[src/rtl/pwm_gen.sv]
// rtl/pwm_gen.sv - PWM stage driving an external flexible up-counter
//
// Purpose: sequences the counter (enable/clear/wrap) through IDLE/RUN/DRAIN
// and turns its count/at_max into a registered PWM waveform plus a
// per-period strobe. Duty updates arrive over a valid/ready handshake and
// are double-buffered so they only take effect at period boundaries.
//
// Ports:
//   clk, nrst     clock (rising edge), synchronous active-low reset
//   run           level; 1 = generate PWM, 0 = stop at end of current period
//   polarity      0 = active-high pwm_out, 1 = active-low pwm_out
//   duty_in       requested high-time in counts (0..2^N), N+1 bits
//   duty_valid    duty_in valid
//   duty_ready    block can accept duty_in
//   count         counter count
//   at_max        counter at_max
//   cnt_enable    counter enable
//   cnt_clear     counter clear
//   cnt_wrap      counter wrap (tied high)
//   pwm_out       registered PWM output
//   period_done   one-cycle pulse per completed period

module pwm_gen #(
   parameter int N = 4
) (
   input  logic         clk,
   input  logic         nrst,
   input  logic         run,
   input  logic         polarity,
   input  logic [N:0]   duty_in,
   input  logic         duty_valid,
   output logic         duty_ready,
   input  logic [N-1:0] count,
   input  logic         at_max,
   output logic         cnt_enable,
   output logic         cnt_clear,
   output logic         cnt_wrap,
   output logic         pwm_out,
   output logic         period_done
);

   typedef enum logic [1:0] {
      IDLE  = 2'd0,
      RUN   = 2'd1,
      DRAIN = 2'd2
   } state_t;

   state_t     state_q;
   state_t     state_d;
   logic [N:0] duty_active;
   logic [N:0] duty_shadow;
   logic       pending;
   logic       boundary;
   logic       active_now;

   assign cnt_wrap   = 1'b1;
   assign duty_ready = !pending;

   // Last count of a period while the counter is live.
   assign boundary   = (state_q != IDLE) && at_max;

   // Duty is one bit wider than count so duty = 2^N keeps the output
   // active for every count value.
   assign active_now = (state_q != IDLE) && ({1'b0, count} < duty_active);

   always_comb begin
      state_d    = state_q;
      cnt_enable = 1'b0;
      cnt_clear  = 1'b1;
      case (state_q)
         IDLE: begin
            if (run) begin
               state_d = RUN;
            end
         end
         RUN: begin
            cnt_enable = 1'b1;
            cnt_clear  = 1'b0;
            if (!run) begin
               state_d = at_max ? IDLE : DRAIN;
            end
         end
         DRAIN: begin
            // A stop request always lets the period in progress finish;
            // reasserting run before at_max resumes without a gap.
            cnt_enable = 1'b1;
            cnt_clear  = 1'b0;
            if (at_max) begin
               state_d = IDLE;
            end else if (run) begin
               state_d = RUN;
            end
         end
         default: begin
            state_d = IDLE;
         end
      endcase
   end

   always_ff @(posedge clk) begin
      if (!nrst) begin
         state_q     <= IDLE;
         duty_active <= '0;
         duty_shadow <= '0;
         pending     <= 1'b0;
         pwm_out     <= 1'b0;
         period_done <= 1'b0;
      end else begin
         state_q <= state_d;
         // Accept and apply are mutually exclusive: accept needs pending=0,
         // apply needs pending=1.
         if (duty_valid && !pending) begin
            duty_shadow <= duty_in;
            pending     <= 1'b1;
         end else if (pending && ((state_q == IDLE) || boundary)) begin
            duty_active <= duty_shadow;
            pending     <= 1'b0;
         end
         pwm_out     <= polarity ^ active_now;
         period_done <= boundary;
      end
   end

endmodule

[config.mk]
export PLATFORM = sky130hd
export DESIGN_NAME = pwm_gen
export DESIGN_NICKNAME = d
export VERILOG_FILES = /design/src/rtl/pwm_gen.sv
export SDC_FILE = /design/constraint.sdc
export NUM_CORES = 1
export LEC_CHECK = 0
export CAP_MARGIN = 40
export CORE_ASPECT_RATIO = 0.8
export CORE_MARGIN = 3
export CORE_UTILIZATION = 46
export CTS_CLUSTER_DIAMETER = 200
export DETAILED_ROUTE_END_ITERATION = 16
export GPL_TIMING_DRIVEN = 0
export PLACE_DENSITY = 0.74
export SLEW_MARGIN = 15
export SYNTH_ARGS = -nofsm -noshare
export SYNTH_HDL_FRONTEND = slang
export SYNTH_SLANG_ARGS = --single-unit
[constraint.sdc]
create_clock -name clk -period 1.95 [get_ports clk]
set_input_delay 0.39 -clock clk [delete_from_list [all_inputs] [get_ports clk]]
set_output_delay 0.39 -clock clk [all_outputs]
set_load 0.03 [all_outputs]
Word-level counts from Yosys, hierarchy flattened
Index checks and enable logic that the tools add are counted.
{"block": "word_totals", "regBits": 15, "mem_count": 0, "inputBits": 15, "ram_bits": 0, "wordCells": 32, "latch_bits": 0, "output_inout_bits": 6, "mem_bits_ro": 0}
{"block": "op_classes", "shift": 0, "add_sub_neg": 0, "magnitude_cmp": 1, "div_mod_pow": 0, "n_mux": 9, "mul": 0, "eq_ne": 3, "reduce_logical": 11, "bitwise_logic": 2}
{"operator": "$mux W2", "count": 4}
{"operator": "$pmux W2 S3", "count": 1}
{"operator": "$lt A4 B5 Y1", "count": 1}
{"operator": "$logic_and A1 B1 Y1", "count": 4}
{"operator": "$mux W1", "count": 4}
{"operator": "$reduce_bool A2 Y1", "count": 2}
{"operator": "$eq A2 B1 Y1 const B", "count": 1}
{"operator": "$eq A2 B2 Y1 const B", "count": 1}
{"operator": "$logic_not A2 Y1", "count": 1}
{"operator": "$ne A2 B2 Y1 const B", "count": 1}
{"operator": "$reduce_and A2 Y1", "count": 1}
{"operator": "$reduce_or A2 Y1", "count": 1}
{"operator": "$logic_not A1 Y1", "count": 1}
{"operator": "$logic_or A1 B1 Y1", "count": 1}
{"operator": "$not A1 Y1", "count": 1}
{"operator": "$xor A1 B1 Y1", "count": 1}

Longest topological paths before layout
Gate-level depths: netlist of the first run.
{"block": "logic_depth", "depth_word": 6, "depth_mapped": 6, "depth_no_buf": 6}

Worst setup path after synthesis of the first run
Ideal clock, no wire load.
{"block": "synth_timing", "kind": "register to output", "startpoint": "register state_q[1]", "endpoint": "output port cnt_clear", "arrival_time_ns": 1.077, "path_stages_with_launch": 4, "required_time_ns": 1.560, "n_path_buf": 0, "path_slack_ns": 0.483, "path_cell_list": "dfxtp_1 > inv_1 > ha_1 > inv_1"}
{"block": "synth_between", "elab_chain_len": 3, "elab_cells_between_ends": 4, "classes_between": "2 x eq/ne; 1 x mux; 1 x reduce/logical"}
{"item": "start: declaration", "line_no": "48", "source": "state_t state_q;"}
{"item": "start signal: assignment", "line_no": "109", "source": "state_q <= state_d;"}
{"item": "$eq A2 B2 Y1 or $eq A2 B1 Y1 (tied branches)", "line_no": "70", "source": "case (state_q)"}
{"item": "$reduce_or A2 Y1 (no line) *"}
{"item": "$mux W1 *", "line_no": "70"}
{"item": "end: declaration", "line_no": "36", "source": "output logic cnt_clear,"}
Mark *: on every way between the ends. The rest lies on a longest branch, timed or not.

Worst setup path in the final report of the first run
{"block": "layout_timing", "startpoint": "register state_q[1]", "endpoint": "output port cnt_enable"}
{"block": "layout_between", "elab_chain_len": 3, "elab_cells_between_ends": 4, "classes_between": "2 x eq/ne; 1 x mux; 1 x reduce/logical"}
{"item": "$eq A2 B2 Y1 or $eq A2 B1 Y1 (tied branches)", "line_no": "70"}
{"item": "$reduce_or A2 Y1 (no line) *"}
{"item": "$mux W1 *", "line_no": "70"}
{"item": "end: declaration", "line_no": "35", "source": "output logic cnt_enable,"}
Marks and branches as above.

==> results of run 1 <==
## power by group
group	total (mW)	internal [mW]	leakage [nW]	switching, mW
clock	0.184	0.0781	0.0139	0.106
sequential	0.337	0.325	0.123	0.0116
combinational	0.182	0.0910	0.300	0.0907
## final cells by class
class                      count  share of cell area
timing repair buffer          19               0.179
inverter                       9              0.0326
buffer                         3              0.0157
multi-input combinational     53               0.429
tap                           21              0.0254
sequential                    15               0.290
clock buffer                   3              0.0217
clock inverter                 1             0.00725
## path summary, 6_finish.rpt
check	from	to	slack, ns	cells after the start
hold / removal	duty_shadow[0]$_SDFFE_PN0P_	duty_shadow[0]$_SDFFE_PN0P_	0.52	2
setup / recovery	state_q[1]$_SDFFE_PN0P_	cnt_enable	0.12	3
setup reg to reg	duty_active[2]$_SDFFE_PN0P_	pwm_out$_SDFF_PN0_	0.48	6
hold reg to reg	duty_shadow[0]$_SDFFE_PN0P_	duty_shadow[0]$_SDFFE_PN0P_	0.52	2
## routing by layer
metal	wire, um	vias up	GRT usage	part of all wire
li1	-	308	-	-
met1	661	263	0.163	0.48
met2	612	14	0.225	0.44
met3	94	3	0.0737	0.068
met4	8	0	0.0306	0.0058
met5	0	-	0	0
## worst max-delay path, delay by kind of cell (launching register included)
kind / cells / cell delay [ns]
adders and majority gates: 1 / 0.30
buffers and inverters: 2 / 0.46
DFF: 1 / 0.39
## kinds of logic (layout without fill, tap and decap cells)
| family | after synthesis | after routing |
|---|---|---|
| muxes | 11 | 11 |
| adders and majority gates | 7 | 7 |
| and+or+nand+nor | 23 | 23 |
| buffers and inverters | 12 | 35 |
| DFF | 15 | 15 |
| AOI/OAI and AO/OA | 11 | 11 |
| other | 1 | 1 |
## Yosys cell counts, types with 2 or more instances
library cell / instances / area (um2)
a21oi_1: 2 / 10.0
dfxtp_1: 15 / 300
ha_1: 7 / 87.6
inv_1: 8 / 30.0
mux2i_1: 11 / 110
nand2_1: 3 / 11.3
nand2b_1: 2 / 12.5
nor2b_1: 13 / 81.3
nor3_1: 2 / 10.0
## what timing repair did
action,4_1_cts,5_1_grt
gates cloned,0,0
resized for setup,2,3
endpoints found under the setup margin,2,2
## sequential cells by signal, indices dropped and copies added (netlist names)
register     cells
period_done      1
pwm_out          1
pending          1
state_q          2
duty_active      5
duty_shadow      5
==> results.json, run 1 <==
{
  "drt_iter0_drc": 5,
  "viasPerCell": 4.74,
  "finalSetupViolCount": 0,
  "clk_pin_slew_ns": 0.09,
  "critPathMaxFanout": 4,
  "drtAntennaViolNets": 0,
  "die_y_um": 43.2,
  "synth_fa_ha_area_frac": 0.110,
  "crit_type": "reg -> out",
  "mostFrequentLayoutCells": "17 x clkdlybuf4s50_1, 15 x dfxtp_1, 13 x nor2b_1",
  "die_area_um2": 2260,
  "start_util": 0.529,
  "min_period_ns": 1.83,
  "place_ws_ns": 0.0426,
  "synth-main-ff-cell": "dfxtp_1",
  "finish.utilization": 0.690,
  "synth_edf_count": 0,
  "finalHoldViolCount": 0,
  "ir_worst_vdd_v": 0.000516,
  "multiInputGateArea_um2": 444,
  "async_flop_share": 0,
  "final_cell_area_um2": 1040,
  "root_buffer": "clkbuf_4",
  "hold_ws_ns": 0.522,
  "area_delta_synth_final_pct": 30.4,
  "gp_congestion": 0.740,
  "max_stage_delay_ns": 0.39,
  "synth_area_per_cell_um2": 9.93,
  "min_period_over_period": 0.936,
  "synth_cell_type_count": 26,
  "crit_required_ns": 1.56,
  "dp_hpwl_um": 1130,
  "setup_tns_ns": 0,
  "power_mw": 0.702,
  "ys_ff_latch": 15,
  "cts_setup_buffers": 0,
  "rsz0062_at_grt": "no",
  "synth_mux_area_frac": 0.139,
  "io_pins": 21,
  "drc": 0,
  "cts_tree": "yes",
  "grt_use_total": 0.140,
  "dpl_cell_area_um2": 1010,
  "synth_area_um2": 795,
  "synth_xor_area_frac": 0,
  "final_common_cell": "clkdlybuf4s50_1",
  "fillCellCount": 129,
  "final-seq-area_um2": 300,
  "clockBufferDepth": 2,
  "hold_class": "reg -> reg",
  "clk_latency_ns": 0.29,
  "grt_pass1_vias": 554,
  "drive_gt1_frac": 0.117,
  "synth_simple_gate_area_frac": 0.175,
  "path_cells": "inv_1 > ha_1 > clkdlybuf4s15_1",
  "io_buffers": 19,
  "status": "finished, final reports clean",
  "max_freq_ghz": 0.548,
  "synth_compound_area_frac": 0.131,
  "leakagePower_nw": 0.437,
  "slew_viol_final": 0,
  "fin_skew_ns": 0.00431,
  "critPathLaunchType": "flop",
  "rows": 12,
  "die_w_um": 52.5,
  "core_um2": 1500,
  "antenna_found_initial": 0,
  "yosysSeqAreaShare": 0.378,
  "cpMaxStageDelayCell": "dfxtp_1",
  "cts_num_sinks": 15,
  "routed_wl_um": 1380,
  "postLayoutSetupSlackWorst_ns": 0.124,
  "layout.cells.non_filler": 124,
  "grt_max_degree": 11,
  "grt_pass1_wl_um": 2300,
  "post_drt_wl_per_cell_um": 11.1,
  "synth_warnings": 0,
  "synthCells": 80,
  "cts_buffers": 3,
  "vias": 588,
  "synth_top_family_by_area": "simple AND/OR/NAND/NOR gates",
  "drv_cap": 0,
  "dr.pass1.iters": 3,
  "worstPathArrival_ns": 1.44,
  "grt_overflow_total": 0,
  "cts_htree_levels": 1,
  "n_antenna_cell": 0,
  "dp.cells": 120,
  "ctsHoldBuffers": 0,
  "nets": 126,
  "power.density_nw_per_um2": 678,
  "mappedNetlistNets": 102,
  "end_kind": "output pin"
}
No activity file was read; power rests on OpenSTA's default activity.
==> inputs of run 2 (changes only) <==
Settings changed: RECOVER_POWER set to 25.
==> results.json, run 2 (synthesis results as in run 1) <==
{
  "critPathLaunchType": "flop",
  "critPathMaxFanout": 4,
  "path_cells": "inv_1 > ha_1 > clkdlybuf4s15_1",
  "cts_num_sinks": 15,
  "slew_viol_final": 0,
  "io_buffers": 19,
  "gp_congestion": 0.740,
  "n_antenna_cell": 0,
  "timing.reg2reg.worst_path_depth": 6,
  "die_y_um": 43.2,
  "drt_iter0_drc": 5,
  "crit_type": "reg -> out",
  "mostFrequentLayoutCells": "16 x clkdlybuf4s50_1, 15 x dfxtp_1, 13 x nor2b_1",
  "fin_skew_ns": 0.00431,
  "dr.pass1.iters": 3,
  "cts_setup_buffers": 0,
  "r2r-start": "duty_active[2]$_SDFFE_PN0P_",
  "r2r-end": "pwm_out$_SDFF_PN0_",
  "rsz0062_at_grt": "no",
  "startpoint": "state_q[1]$_SDFFE_PN0P_",
  "crit_required_ns": 1.56,
  "worstSetupEndpoint": "cnt_enable",
  "dp_hpwl_um": 1130,
  "min_period_ns": 1.83,
  "leakagePower_nw": 0.434,
  "clockBufferDepth": 2,
  "grt_use_total": 0.140,
  "cts_buffers": 3,
  "r2r_setup_slack_ns": 0.48,
  "finalHoldViolCount": 0,
  "largestRegisters": "duty_active x5, duty_shadow x5, state_q x2",
  "grt_pass1_vias": 554,
  "drtAntennaViolNets": 0,
  "max_freq_ghz": 0.548,
  "clk_latency_ns": 0.29,
  "ir_worst_vdd_v": 0.000515,
  "grt_overflow_total": 0,
  "viasPerCell": 4.74,
  "setup_tns_ns": 0,
  "finalSetupViolCount": 0,
  "drc": 0,
  "clk_pin_slew_ns": 0.09,
  "io_pins": 21,
  "vias": 588,
  "hold_ws_ns": 0.523,
  "max_stage_delay_ns": 0.39,
  "drv_cap": 0,
  "core_um2": 1500,
  "die_w_um": 52.5,
  "grt_pass1_wl_um": 2300,
  "nets": 126,
  "die_area_um2": 2260,
  "start_util": 0.529,
  "cts_tree": "yes",
  "area_delta_synth_final_pct": 30.2,
  "antenna_found_initial": 0,
  "routed_wl_um": 1380,
  "cpMaxStageDelayCell": "dfxtp_1",
  "min_period_over_period": 0.936,
  "hold_class": "reg -> reg",
  "drive_gt1_frac": 0.107,
  "ctsHoldBuffers": 0,
  "worstPathArrival_ns": 1.44,
  "rows": 12,
  "power.density_nw_per_um2": 678,
  "end_kind": "output pin",
  "cts_htree_levels": 1,
  "final_common_cell": "clkdlybuf4s50_1",
  "status": "finished, final reports clean",
  "grt_max_degree": 11,
  "post_drt_wl_per_cell_um": 11.1,
  "root_buffer": "clkbuf_4"
}
run 2: cell count changes in the layout (fill, tap and decap cells not counted), sizes merged:
cell and change:
dlygate4sd3 +1, clkdlybuf4s50 -1, clkbuf +1, buf -1
run 2: final cells by class:
type / instances / area, um2
Multi-Input combinational cell: 53 / 444
Clock inverter: 1 / 7.51
Buffer: 3 / 15.0
Timing Repair Buffer: 19 / 185
Clock buffer: 3 / 22.5
Fill cell: 130 / 467
Tap cell: 21 / 26.3
Sequential cell: 15 / 300
Inverter: 9 / 33.8
run 2: where the power goes:
group          internal [mW]  switching, mW  leakage [nW]
sequential             0.325         0.0116         0.123
clock                 0.0781          0.106        0.0139
combinational         0.0902         0.0908         0.297
total                  0.493          0.208         0.434
run 2: worst min path at each step:
stage,start,to,slack (ns),cells past startpoint
final,duty_shadow[0]$_SDFFE_PN0P_,duty_shadow[0]$_SDFFE_PN0P_,0.52,2
after CTS,duty_shadow[0]$_SDFFE_PN0P_,duty_shadow[0]$_SDFFE_PN0P_,0.53,2
after global routing,duty_shadow[1]$_SDFFE_PN0P_,duty_active[1]$_SDFFE_PN0P_,0.56,2
after detailed placement,duty_shadow[0]$_SDFFE_PN0P_,duty_shadow[0]$_SDFFE_PN0P_,0.51,2
after global placement,duty_shadow[4]$_SDFFE_PN0P_,duty_active[4]$_SDFFE_PN0P_,0.49,2
after floorplan,duty_shadow[0]$_SDFFE_PN0P_,duty_active[0]$_SDFFE_PN0P_,0.48,2
run 2: critical path, delay by kind of cell, from the launching register on:
kind                       cells  cell delay [ns]
adders and majority gates      1             0.30
DFF                            1             0.39
buffers and inverters          2             0.46
run 2: routing by layer:
metal,wire (um),up-vias,GRT usage,part of all wire
met1,663,263,0.163,0.48
li1,-,308,-,-
met3,94,3,0.0737,0.068
met5,0,-,0,0
met2,612,14,0.225,0.44
met4,8,0,0.0306,0.0058
run 2: metrics by stage:
step / utilization / instances / setup slack (ns) / total power, mW / area (um2)
after floorplan: - / 80 / 0.483 / 0.462 / 795
after global placement: 0.673 / 120 / 0.0510 / 0.528 / 1010
after detailed placement: 0.673 / 120 / 0.0426 / 0.532 / 1010
after CTS: 0.692 / 124 / 0.0364 / 0.710 / 1040
after global routing: 0.689 / 124 / 0.0240 / 0.748 / 1030
final: 0.689 / 124 / 0.124 / 0.702 / 1030
run 2: repair_timing:
item                                   4_1_cts  5_1_grt
endpoints found under the hold margin        0        0
resized for setup                            2        3
pin swaps                                    0        0
setup endpoints to repair                    2        2
==> inputs of run 3 (changes only) <==
Settings changed: ABC_AREA set to 1, CORE_MARGIN 3 to 2, PLACE_DENSITY 0.74 to 0.86.
==> results.json, run 3 <==
{
  "nets": 149,
  "hold_ws_ns": 0.454,
  "grt_use_total": 0.156,
  "r2r_setup_slack_ns": 0.64,
  "fin_skew_ns": 0.00288,
  "worstSetupEndpoint": "cnt_clear",
  "grt_overflow_total": 0,
  "yosys-top-cells-area": "dfxtp_1 38%, ha_1 11%, inv_1 8.6%",
  "io_pins": 21,
  "grt_max_degree": 11,
  "rsz0062_at_grt": "no",
  "path_cells": "inv_1 > ha_1 > inv_1 > clkdlybuf4s15_1",
  "postLayoutSetupSlackWorst_ns": 0.103,
  "die_area_um2": 2050,
  "viasPerCell": 4.57,
  "post_drt_wl_per_cell_um": 9.66,
  "ir_worst_vdd_v": 0.000390,
  "clk_pin_slew_ns": 0.08,
  "leakagePower_nw": 0.455,
  "critPathMaxFanout": 4,
  "cts_buffers": 3,
  "cts_tree": "yes",
  "synth_common_cells": "18 x inv_1, 18 x nor2_1, 15 x dfxtp_1",
  "final_cell_area_um2": 1020,
  "die_w_um": 50.1,
  "end_kind": "output pin",
  "fillCellCount": 135,
  "drtAntennaViolNets": 0,
  "die_y_um": 40.9,
  "status": "finished, final reports clean",
  "slew_viol_final": 0,
  "min_period_over_period": 0.947,
  "cpMaxStageDelayCell": "dfxtp_1",
  "async_flop_share": 0,
  "drive_gt1_frac": 0.159,
  "finalHoldViolCount": 0,
  "drt_iter0_drc": 9,
  "drv_cap": 0,
  "synth_warnings": 0,
  "largestRegisters": "duty_active x5, duty_shadow x5, state_q x2",
  "min_path_cells": 2,
  "finish.utilization": 0.636,
  "dr.pass1.iters": 4,
  "path_depth": 4,
  "synth_area_um2": 783,
  "power.density_nw_per_um2": 726,
  "synth_edf_count": 0,
  "yosysSeqAreaShare": 0.383,
  "synth_top_family_by_area": "compound AO/OA/AOI/OAI gates",
  "r2r-start": "state_q[0]$_SDFFE_PN0P_",
  "routed_wl_um": 1430,
  "synth_mux_area_frac": 0,
  "yosys.area.top_type": "dfxtp_1",
  "max_freq_ghz": 0.542,
  "synth_xor_area_frac": 0,
  "synth_compound_area_frac": 0.187,
  "startpoint": "state_q[0]$_SDFFE_PN0P_",
  "start_util": 0.486,
  "area_delta_synth_final_pct": 30.8,
  "layout.cells.non_filler": 148,
  "synth_simple_gate_area_frac": 0.187,
  "synth_cell_type_count": 17,
  "power_mw": 0.744,
  "mostFrequentLayoutCells": "18 x inv_1, 18 x nor2_1, 16 x clkdlybuf4s50_1",
  "mappedNetlistNets": 125,
  "r2r-end": "duty_active[2]$_SDFFE_PN0P_",
  "dp_hpwl_um": 1180,
  "gp_congestion": 0.700,
  "drc": 0,
  "yosysTopAreaCellShare": 0.383,
  "io_buffers": 19,
  "finalSetupViolCount": 0,
  "rows": 13,
  "synth_fa_ha_area_frac": 0.112,
  "timing.reg2reg.worst_path_depth": 6,
  "crit_top_cell": "inv_1",
  "dp.cells": 144,
  "clk_latency_ns": 0.27,
  "crit_buf_inv": 3,
  "max_stage_delay_ns": 0.38,
  "cts_num_sinks": 15,
  "critPathLaunchType": "flop",
  "synth-main-ff-cell": "dfxtp_1",
  "synth_area_per_cell_um2": 7.60,
  "clockBufferDepth": 2,
  "antenna_found_initial": 0,
  "synthCells": 103,
  "worstPathArrival_ns": 1.46,
  "critPathTopFamily": "buffers and inverters",
  "place_ws_ns": 0.0870,
  "grt_pass1_wl_um": 2310,
  "vias": 677,
  "root_buffer": "clkbuf_4",
  "cts_htree_levels": 1,
  "dpl_cell_area_um2": 1000,
  "n_antenna_cell": 0,
  "hold_class": "reg -> reg",
  "core_um2": 1610,
  "min_period_ns": 1.85,
  "crit_required_ns": 1.56,
  "setup_tns_ns": 0,
  "grt_pass1_vias": 580,
  "crit_type": "reg -> out",
  "ys_ff_latch": 15
}
## run 3: layout make-up
| class | instances | area [um2] | area share |
|---|---|---|---|
| multi-input cells | 65 | 384 | 0.375 |
| flip-flops and latches | 15 | 300 | 0.293 |
| repair buffers | 19 | 189 | 0.184 |
| inverters | 20 | 75.1 | 0.0733 |
| well taps | 22 | 27.5 | 0.0269 |
| clock buffers | 4 | 26.3 | 0.0256 |
| plain buffers | 3 | 22.5 | 0.0220 |
## run 3: how the worst min path moves through the flow
| stage | slack (ns) | startpoint | end |
|---|---|---|---|
| after global placement | 0.44 | duty_active[0]$_SDFFE_PN0P_ | duty_active[0]$_SDFFE_PN0P_ |
| final | 0.45 | duty_active[0]$_SDFFE_PN0P_ | duty_active[0]$_SDFFE_PN0P_ |
| after CTS | 0.46 | duty_active[0]$_SDFFE_PN0P_ | duty_active[0]$_SDFFE_PN0P_ |
| after floorplan | 0.42 | duty_active[0]$_SDFFE_PN0P_ | duty_active[0]$_SDFFE_PN0P_ |
| after global routing | 0.50 | duty_active[0]$_SDFFE_PN0P_ | duty_active[0]$_SDFFE_PN0P_ |
| after detailed placement | 0.44 | duty_active[0]$_SDFFE_PN0P_ | duty_active[0]$_SDFFE_PN0P_ |
## run 3: cell families (layout without fill, tap and decap cells)
logic type	after synthesis	in the layout
DFF	15	15
AOI/OAI and AO/OA	21	21
buffers and inverters	23	46
other	1	1
adders and majority gates	7	7
and+or+nand+nor	36	36
## run 3: per-layer routing
layer / up-vias / wire length [um] / GRT usage
li1: 359 / - / -
met1: 297 / 653 / 0.172
met2: 21 / 719 / 0.306
met3: 0 / 57 / 0.0328
met4: 0 / 0 / 0.0625
met5: - / 0 / 0
## run 3: tightest hold or removal path, stage by stage, from the launching register on
cell	delay (ns)
dfxtp_1	0.32
inv_1	0.05
a21oi_1	0.05
## run 3: repair_timing
| item | 4_1_cts | 5_1_grt |
|---|---|---|
| hold buffers | 0 | 0 |
| resized for setup | 2 | 1 |
| setup buffers | 0 | 0 |
| endpoints found under the setup margin | 2 | 1 |
| hold endpoints to repair | 0 | 0 |
## run 3: power breakdown
group | total [mW] | switching, mW | internal, mW | leakage, nW
registers | 0.351 | 0.0161 | 0.334 | 0.124
clock network | 0.170 | 0.0906 | 0.0792 | 0.0150
logic | 0.223 | 0.127 | 0.0960 | 0.317
